<file path="src/rtl/pc_redirect_ctrl.sv">
// Next-PC sequencer: arbitrates trap/MRET/mispredict/predicted/sequential targets,
// holds redirects that arrive during a stall, and runs the WFI sleep state machine.
module pc_redirect_ctrl #(
    parameter int              XLEN         = 32,
    parameter logic [XLEN-1:0] RESET_VECTOR = '0
) (
    input  logic            clk,
    input  logic            rst,
    input  logic            stall,
    input  logic [XLEN-1:0] pc,
    input  logic            trap_req,
    input  logic [XLEN-1:0] trap_vec,
    input  logic            mret_req,
    input  logic [XLEN-1:0] mepc,
    input  logic            br_mispredict,
    input  logic [XLEN-1:0] br_target,
    input  logic            pred_taken,
    input  logic [XLEN-1:0] pred_target,
    input  logic            wfi_req,
    input  logic            irq_pending,
    output logic [XLEN-1:0] pc_next,
    output logic            pc_we,
    output logic            flush,
    output logic            sleeping,
    output logic            redirect_pending
);

    typedef enum logic [1:0] {
        S_RUN   = 2'd0,
        S_PEND  = 2'd1,
        S_SLEEP = 2'd2
    } state_t;

    state_t          state_q, state_d;
    logic            pend_valid_q, pend_valid_d;
    logic [1:0]      pend_prio_q, pend_prio_d;
    logic [XLEN-1:0] pend_target_q, pend_target_d;

    logic [1:0]      live_prio;
    logic [XLEN-1:0] live_target;
    logic [XLEN-1:0] seq_pc;

    // Wraps naturally at 2^XLEN; the carry is simply dropped.
    assign seq_pc = pc + XLEN'(4);

    // Live flushing redirect: trap(3) > mret(2) > mispredict(1); 0 means none.
    always_comb begin
        live_prio   = 2'd0;
        live_target = '0;
        if (trap_req) begin
            live_prio   = 2'd3;
            live_target = trap_vec;
        end else if (mret_req) begin
            live_prio   = 2'd2;
            live_target = mepc;
        end else if (br_mispredict) begin
            live_prio   = 2'd1;
            live_target = br_target;
        end
    end

    always_comb begin
        state_d       = state_q;
        pend_valid_d  = pend_valid_q;
        pend_prio_d   = pend_prio_q;
        pend_target_d = pend_target_q;
        pc_next       = seq_pc;
        pc_we         = 1'b0;
        flush         = 1'b0;

        case (state_q)
            S_RUN: begin
                if (!stall) begin
                    pc_we = 1'b1;
                    if (live_prio != 2'd0) begin
                        pc_next = live_target;
                        flush   = 1'b1;
                    end else if (pred_taken) begin
                        pc_next = pred_target;
                    end
                    if (wfi_req && (live_prio == 2'd0) && !irq_pending) begin
                        state_d = S_SLEEP;
                    end
                end else if (live_prio != 2'd0) begin
                    pend_valid_d  = 1'b1;
                    pend_prio_d   = live_prio;
                    pend_target_d = live_target;
                    state_d       = S_PEND;
                end
            end
            S_PEND: begin
                if (stall) begin
                    if (live_prio > pend_prio_q) begin
                        pend_prio_d   = live_prio;
                        pend_target_d = live_target;
                    end
                end else begin
                    pc_we        = 1'b1;
                    flush        = 1'b1;
                    // Equal priority favours the fresher live request.
                    pc_next      = (live_prio >= pend_prio_q) ? live_target : pend_target_q;
                    pend_valid_d = 1'b0;
                    pend_prio_d  = 2'd0;
                    state_d      = S_RUN;
                end
            end
            S_SLEEP: begin
                if (trap_req) begin
                    if (stall) begin
                        pend_valid_d  = 1'b1;
                        pend_prio_d   = 2'd3;
                        pend_target_d = trap_vec;
                        state_d       = S_PEND;
                    end else begin
                        pc_we   = 1'b1;
                        flush   = 1'b1;
                        pc_next = trap_vec;
                        state_d = S_RUN;
                    end
                end else if (irq_pending) begin
                    state_d = S_RUN;
                end
            end
            default: begin
                state_d = S_RUN;
            end
        endcase

        if (rst) begin
            pc_next = RESET_VECTOR;
            pc_we   = 1'b0;
            flush   = 1'b0;
        end
    end

    always_ff @(posedge clk) begin
        if (rst) begin
            state_q       <= S_RUN;
            pend_valid_q  <= 1'b0;
            pend_prio_q   <= 2'd0;
            pend_target_q <= '0;
        end else begin
            state_q       <= state_d;
            pend_valid_q  <= pend_valid_d;
            pend_prio_q   <= pend_prio_d;
            pend_target_q <= pend_target_d;
        end
    end

    assign sleeping         = (state_q == S_SLEEP);
    assign redirect_pending = pend_valid_q;

endmodule
</file>
<file path="config.mk">
export PLATFORM = sky130hd
export DESIGN_NAME = pc_redirect_ctrl
export DESIGN_NICKNAME = d
export VERILOG_FILES = /design/src/rtl/pc_redirect_ctrl.sv
export SDC_FILE = /design/constraint.sdc
export NUM_CORES = 1
export LEC_CHECK = 0
export ABC_AREA = 1
export BUFFER_PORTS_ARGS = -buffer_cell sky130_fd_sc_hd__buf_2
export CAP_MARGIN = 0
export CORE_UTILIZATION = 56
export CTS_CLUSTER_SIZE = 20
export DETAILED_ROUTE_END_ITERATION = 12
export PLACE_DENSITY = 0.95
export REMOVE_ABC_BUFFERS = 1
export SLEW_MARGIN = 20
export SYNTH_ARGS = -nofsm -noshare
export SYNTH_HDL_FRONTEND = slang
export SYNTH_SLANG_ARGS = --single-unit
</file>
<file path="constraint.sdc">
create_clock -name clk -period 3.4 [get_ports clk]
set_clock_uncertainty 0.15 [all_clocks]
set_input_delay 0.34 -clock clk [delete_from_list [all_inputs] [get_ports clk]]
set_output_delay 0.34 -clock clk [all_outputs]
set_load 0.02 [all_outputs]
</file>
==> results of run 1 <==
## area by class of cell
class                           count  area share
Timing Repair Buffer              226       0.173
Clock inverter                      1     0.00439
Tap cell                          133      0.0243
Clock buffer                        7      0.0126
Inverter                           65      0.0358
Antenna cell                        2    0.000732
Sequential cell                    37       0.108
Multi-Input combinational cell    960       0.640
## cells in the mapped netlist, drive strengths merged (14+ instances only)
library cell,number,area (sq um)
clkbuf,38,143
dfxtp,37,741
nor2,203,779
nand3,53,265
buf,24,159
nand3b,24,180
a22oi,14,105
o21ai,146,742
inv,62,233
or2,17,106
nand2,389,1470
a21oi,57,285
## placed cells by master, fill, tap and decap left out, types with 2 or more instances in the layout
master    Yosys  final
diode_2       0      2
a21oi_1      57     57
nand4_1       2      2
ha_1          6      5
nor2_1      198    195
and2_1       12     12
dfxtp_1      37     37
o21a_1        4      4
buf_2        16    204
o21ai_0      89     89
a22oi_1      14     14
o21ai_1      56     56
buf_4         1     22
clkinv_1      2      2
a21o_1        2      2
nand2_1     386    385
inv_2         6      6
nand2_2       3      3
clkbuf_8      0      6
nand3_1      53     53
or2_2        14     14
nor2_2        4      7
o22ai_1       9      9
inv_1        56     56
xor2_1        5      5
or2_1         3      3
o211ai_1      2      2
nor3_1        6      6
nand3b_1     24     24
xnor2_1       4      4
## logic make-up after synthesis
logic type,after synthesis,share of synthesized area
xor gates and xnor gates,9,0.0139
AOI/OAI and AO/OA,238,0.227
buffers and inverters,127,0.0967
and+or+nand+nor,707,0.518
DFF,37,0.131
adders and majority gates,6,0.0133
## per-stage QoR
stage	power (mW)	setup TNS [ns]
detailed placement	2.22	0
finish	2.69	0
global placement	2.18	0
global route	2.88	0
floorplan	1.66	-13.99
CTS	2.63	0
## worst paths after layout
path | from | end | slack [ns] | cells after the start
worst min register to register | pend_target_q[8] | pend_target_q[8] | 0.32 | 2
worst min-delay path | trap_vec[13] | pend_target_q[13] | 0.27 | 5
worst max register to register | pend_prio_q[1] | pend_target_q[0] | 0.67 | 11
worst max-delay path | mret_req | pc_next[18] | 0.26 | 16
## power groups by stage
stage	combinational [mW]	clock [mW]	sequential [mW]
2_1_floorplan	1.05	0	0.611
3_3_place_gp	1.56	0	0.618
3_5_place_dp	1.59	0	0.623
4_1_cts	1.60	0.420	0.614
5_1_grt	1.81	0.436	0.630
6_report	1.64	0.425	0.619
## sequential cells by signal (all words and copies together), names as in the netlist
name	cells
redirect_pending	1
state_q	2
pend_target_q	32
pend_prio_q	2
## critical path, cell delays in order
cell and delay [ns]:
buf_2 0.27, buf_4 0.24, inv_2 0.04, nand2_1 0.06, nand2_2 0.07, o21ai_4 0.42, nand2_4 0.26, buf_4 0.30
nand2_1 0.09, nand3_1 0.06, o21ai_0 0.09, nor2_1 0.07, nand2_1 0.07, nand2_1 0.06, nand2_1 0.06, buf_2 0.15
## metal layers
metal	up-vias	track usage	wire, um
met5	-	0	0
met4	0	0.211	952
met1	3504	0.520	8340
li1	3980	-	-
met2	611	0.670	9520
met3	98	0.0609	2570
## what timing repair did
action | 4_1_cts | 5_1_grt
setup endpoints to repair | 0 | 14
hold buffers | 0 | 0
resized for setup | 0 | 2
==> run metrics, run 1 <==
grt ovf=0; YS warnings=0; DRT Pass-1 Iters=6; Seq/Total Area, Yosys=0.131; setup ws final=0.258 ns; Final min period=3.14 ns; Post-route DRC=0; Unique masters post-synth=39; max-slew violations=0; Total GRT Usage=0.409; Peak VDD IR=315 uV; post-layout net count=roughly 1,500; Relative slew margins=0.446; fin util=0.700; Longest Clk Path Bufs=2; min-delay worst type=in2reg; Post-Synthesis Cells=about 1,100; largest net degree at the start of global routing=47; CTS tree=done; WL final=approximately 21,000 um; Net Sw Power=between 1 and 1.5 mW; RSZ-0062 raised after global routing=false; Avg Synthesized Cell Area=~5.0 sq um; Clock power frac=0.158; status=complete, no violations; sequential standard cell area=741 sq um; final-layout fill cell count=908; DR vias/cell=5.73; area of the multi-input gates=4380 sq um; synthesized cell area=5650 sq um; Initial DRC Count=688; CTS Root Cell=clkbuf_8; Synth Register Bits=37; GPL Wtd Cong=1.02; vias post-DR=8,193; fin cells=1,431; initial antenna violation count=2; fin crit share=0.924; Worst EP arrival=around 2.7 ns; Cell Rows=36; Num Clock Sinks=37; number of synthesized flops with an enable pin=0; sw frac=0.496; ys flop type=dfxtp_1; Antenna Nets Post-Route=0; Design Area, Final=around 6800 sq um; die span in y=102 um; Setup crit end kind=output pin; vias in the first global route=7,365; dpl ws=0.0673 ns; Seq pwr share=0.230; Comb pwr share=0.612; Core ar.=9770 sq um; clk_lat worst skew=a little over 0.3 ns; Async S/R FF share, synth=0; share of layout cells above drive strength 1=0.208; final setup fails=0; die area=10,500 sq um; H-tree depth=2; Inst Count DP=1,421; PortBufs=204; worst setup path category=in2out; Hold Vio Cnt, Final=0; Starting Density=0.578; DIE WIDTH=102 um; Post-Place Cell Area=about 6700 sq um; Pint=1.35 mW; Cell Pwr Density=393 nW/um^2; Max-Cap Viols=0; Required @ worst endpoint=2.91 ns; Leak=3.48 nW; Fmax achieved=318 MHz; Area Growth Syn to Fin=21.1%; TritonCTS buffer count=5; CP Launch Type=input port; I/O pins=205; Max Fanout on Critical Path=22; first-pass GRT wire length=33,800 um; Min Hold Slack=around 0.27 ns; Post-CTS Repair Setup Buffers=0; Worst-path clk slew=0.09 ns; Avg WL per Cell=14.9 um; measured slew at the worst slew-check pin=0.830 ns; post-DP HPWL=15,600 um
No activity file was read; power rests on OpenSTA's default activity.
==> run 2: changes to the inputs <==
Settings changed: PLACE_DENSITY 0.95 to 0.86.
==> run metrics, run 2 (synthesized netlist as in run 1, its figures left out) <==
H-tree depth=2 (unchanged); Hold Vio Cnt, Final=0 (unchanged); Max Fanout on Critical Path=23 (+4.5%); grt ovf=0 (unchanged); Cell Rows=36 (unchanged); vias in the first global route=7,158 (-2.8%); Max-Cap Viols=0 (unchanged); I/O pins=205 (unchanged); worst setup path category=in2out; Starting Density=0.578 (unchanged); Worst R2R Path Depth=11 (unchanged); final setup fails=0 (unchanged); DRT Pass-1 Iters=8 (+2); Largest regs=pend_target_q: 32 flops, pend_prio_q: 2 flops, state_q: 2 flops; PortBufs=204 (unchanged); Required @ worst endpoint=2.91 ns (about the same); WL final=21,100 um (-1.4%); post-layout net count=1,476 (+0.41%); Longest Clk Path Bufs=2 (unchanged); status=complete, no violations; vias post-DR=8,121 (-0.88%); commonest non-fill, non-tap cell in the layout=nand2_1; RSZ-0062 raised after global routing=false; Setup crit end kind=output pin; CTS Root Cell=clkbuf_8; Antenna Nets Post-Route=0 (unchanged); GPL Wtd Cong=1.04 (+1.9%); Final min period=3.12 ns (-0.0194 ns); die span in y=102 um (unchanged); Fmax achieved=320 MHz (+0.62%); Core ar.=9770 sq um (unchanged); fin cells=1,436 (+0.35%); post-DP HPWL=16,000 um (+2.7%); largest net degree at the start of global routing=48 (+2.1%); share of layout cells above drive strength 1=0.211 (+0.00365); Worst-path clk slew=0.09 ns (about the same); most frequent cells in the layout=nand2_1 (386), buf_2 (204), nor2_1 (195), o21ai_0 (89), a21oi_1 (57); Design Area, Final=6880 sq um (+0.59%); hold depth=5 (unchanged); Post-route DRC=0 (unchanged); measured slew at the worst slew-check pin=0.900 ns (+0.0705 ns); TritonCTS buffer count=5 (unchanged); Leak=3.50 nW (+0.62%); Inst Count DP=1,427 (+0.42%); Num Clock Sinks=37 (unchanged); CP Launch Type=input port; min-delay worst type=in2reg; Largest register FFs=32 (unchanged); Cell Pwr Density=379 nW/um^2 (-3.4%); fin util=0.704 (+0.00410); first-pass GRT wire length=33,900 um (+0.20%); Avg WL per Cell=14.7 um (-1.7%); CTS hold repair buffers=0 (unchanged); Relative slew margins=0.399 (-0.0471); DR vias/cell=5.66 (-1.2%); Total GRT Usage=0.411 (+0.00131); Largest Register=pend_target_q; Worst EP arrival=2.63 ns (-0.02 ns); Setup TNS=0 ns (unchanged); final-layout fill cell count=973 (+7.2%); Peak VDD IR=258 uV (-18%); clk_lat worst skew=0.30 ns (about the same); Initial DRC Count=697 (+1.3%); DIE WIDTH=102 um (unchanged); Area Growth Syn to Fin=21.8%; fin crit share=0.918 (-0.00570); max-slew violations=0 (unchanged); initial antenna violation count=1 (-1); CTS tree=done; Post-Place Cell Area=6780 sq um (+1.0%); die area=10,500 sq um (unchanged)
run 2: path summary, 6_finish.rpt:
kind	slack (ns)	to	from
min	0.26	pend_target_q[23]	trap_vec[23]
max reg2reg	0.48	pend_target_q[12]	pend_prio_q[1]
min reg2reg	0.31	pend_target_q[5]	pend_target_q[5]
max	0.28	pc_next[6]	trap_req
run 2: area by class of cell:
class,instances,area [sq um],share of cell area
multi-input cells,960,4380,0.637
repair buffers,232,1260,0.183
flip-flops and latches,37,741,0.108
inverters,65,245,0.0356
well taps,133,166,0.0242
clock buffers,5,68.8,0.0100
clock inverters,3,17.5,0.00255
diodes,1,2.50,0.000364
run 2: routing by layer:
layer | vias up | track usage | wire length (um)
met5 | - | 0 | 0
met4 | 0 | 0.147 | 557
met3 | 62 | 0.0684 | 2470
met2 | 507 | 0.676 | 9450
met1 | 3564 | 0.537 | 8610
li1 | 3988 | - | -
run 2: per-stage QoR:
stage / worst slack, ns / power (mW) / hold WS (ns)
finish: 0.277 / 2.61 / 0.264
global route: 0.105 / 2.82 / 0.280
CTS: 0.280 / 2.56 / 0.267
detailed placement: 0.212 / 2.24 / 0.301
global placement: 0.308 / 2.22 / 0.293
floorplan: -0.510 / 1.66 / 0.259
run 2: critical path: stages:
cell     delay (ns)
buf_2          0.14
nor2_2         0.16
inv_2          0.07
ha_1           0.31
o21ai_4        0.20
nand2_2        0.47
a21oi_1        0.25
o21ai_0        0.15
nand2_1        0.12
nand2_1        0.05
a21oi_1        0.17
buf_2          0.20
run 2: power by group:
part / internal [mW] / switching, mW
Clock: 0.142 / 0.180
Sequential: 0.558 / 0.0604
Combinational: 0.579 / 1.09
Total: 1.28 / 1.33
run 2: what timing repair did:
action                                  in CTS  in global routing
endpoints found under the setup margin       0                  4
gates resized for setup                      0                  1
buffers inserted                             0                  0
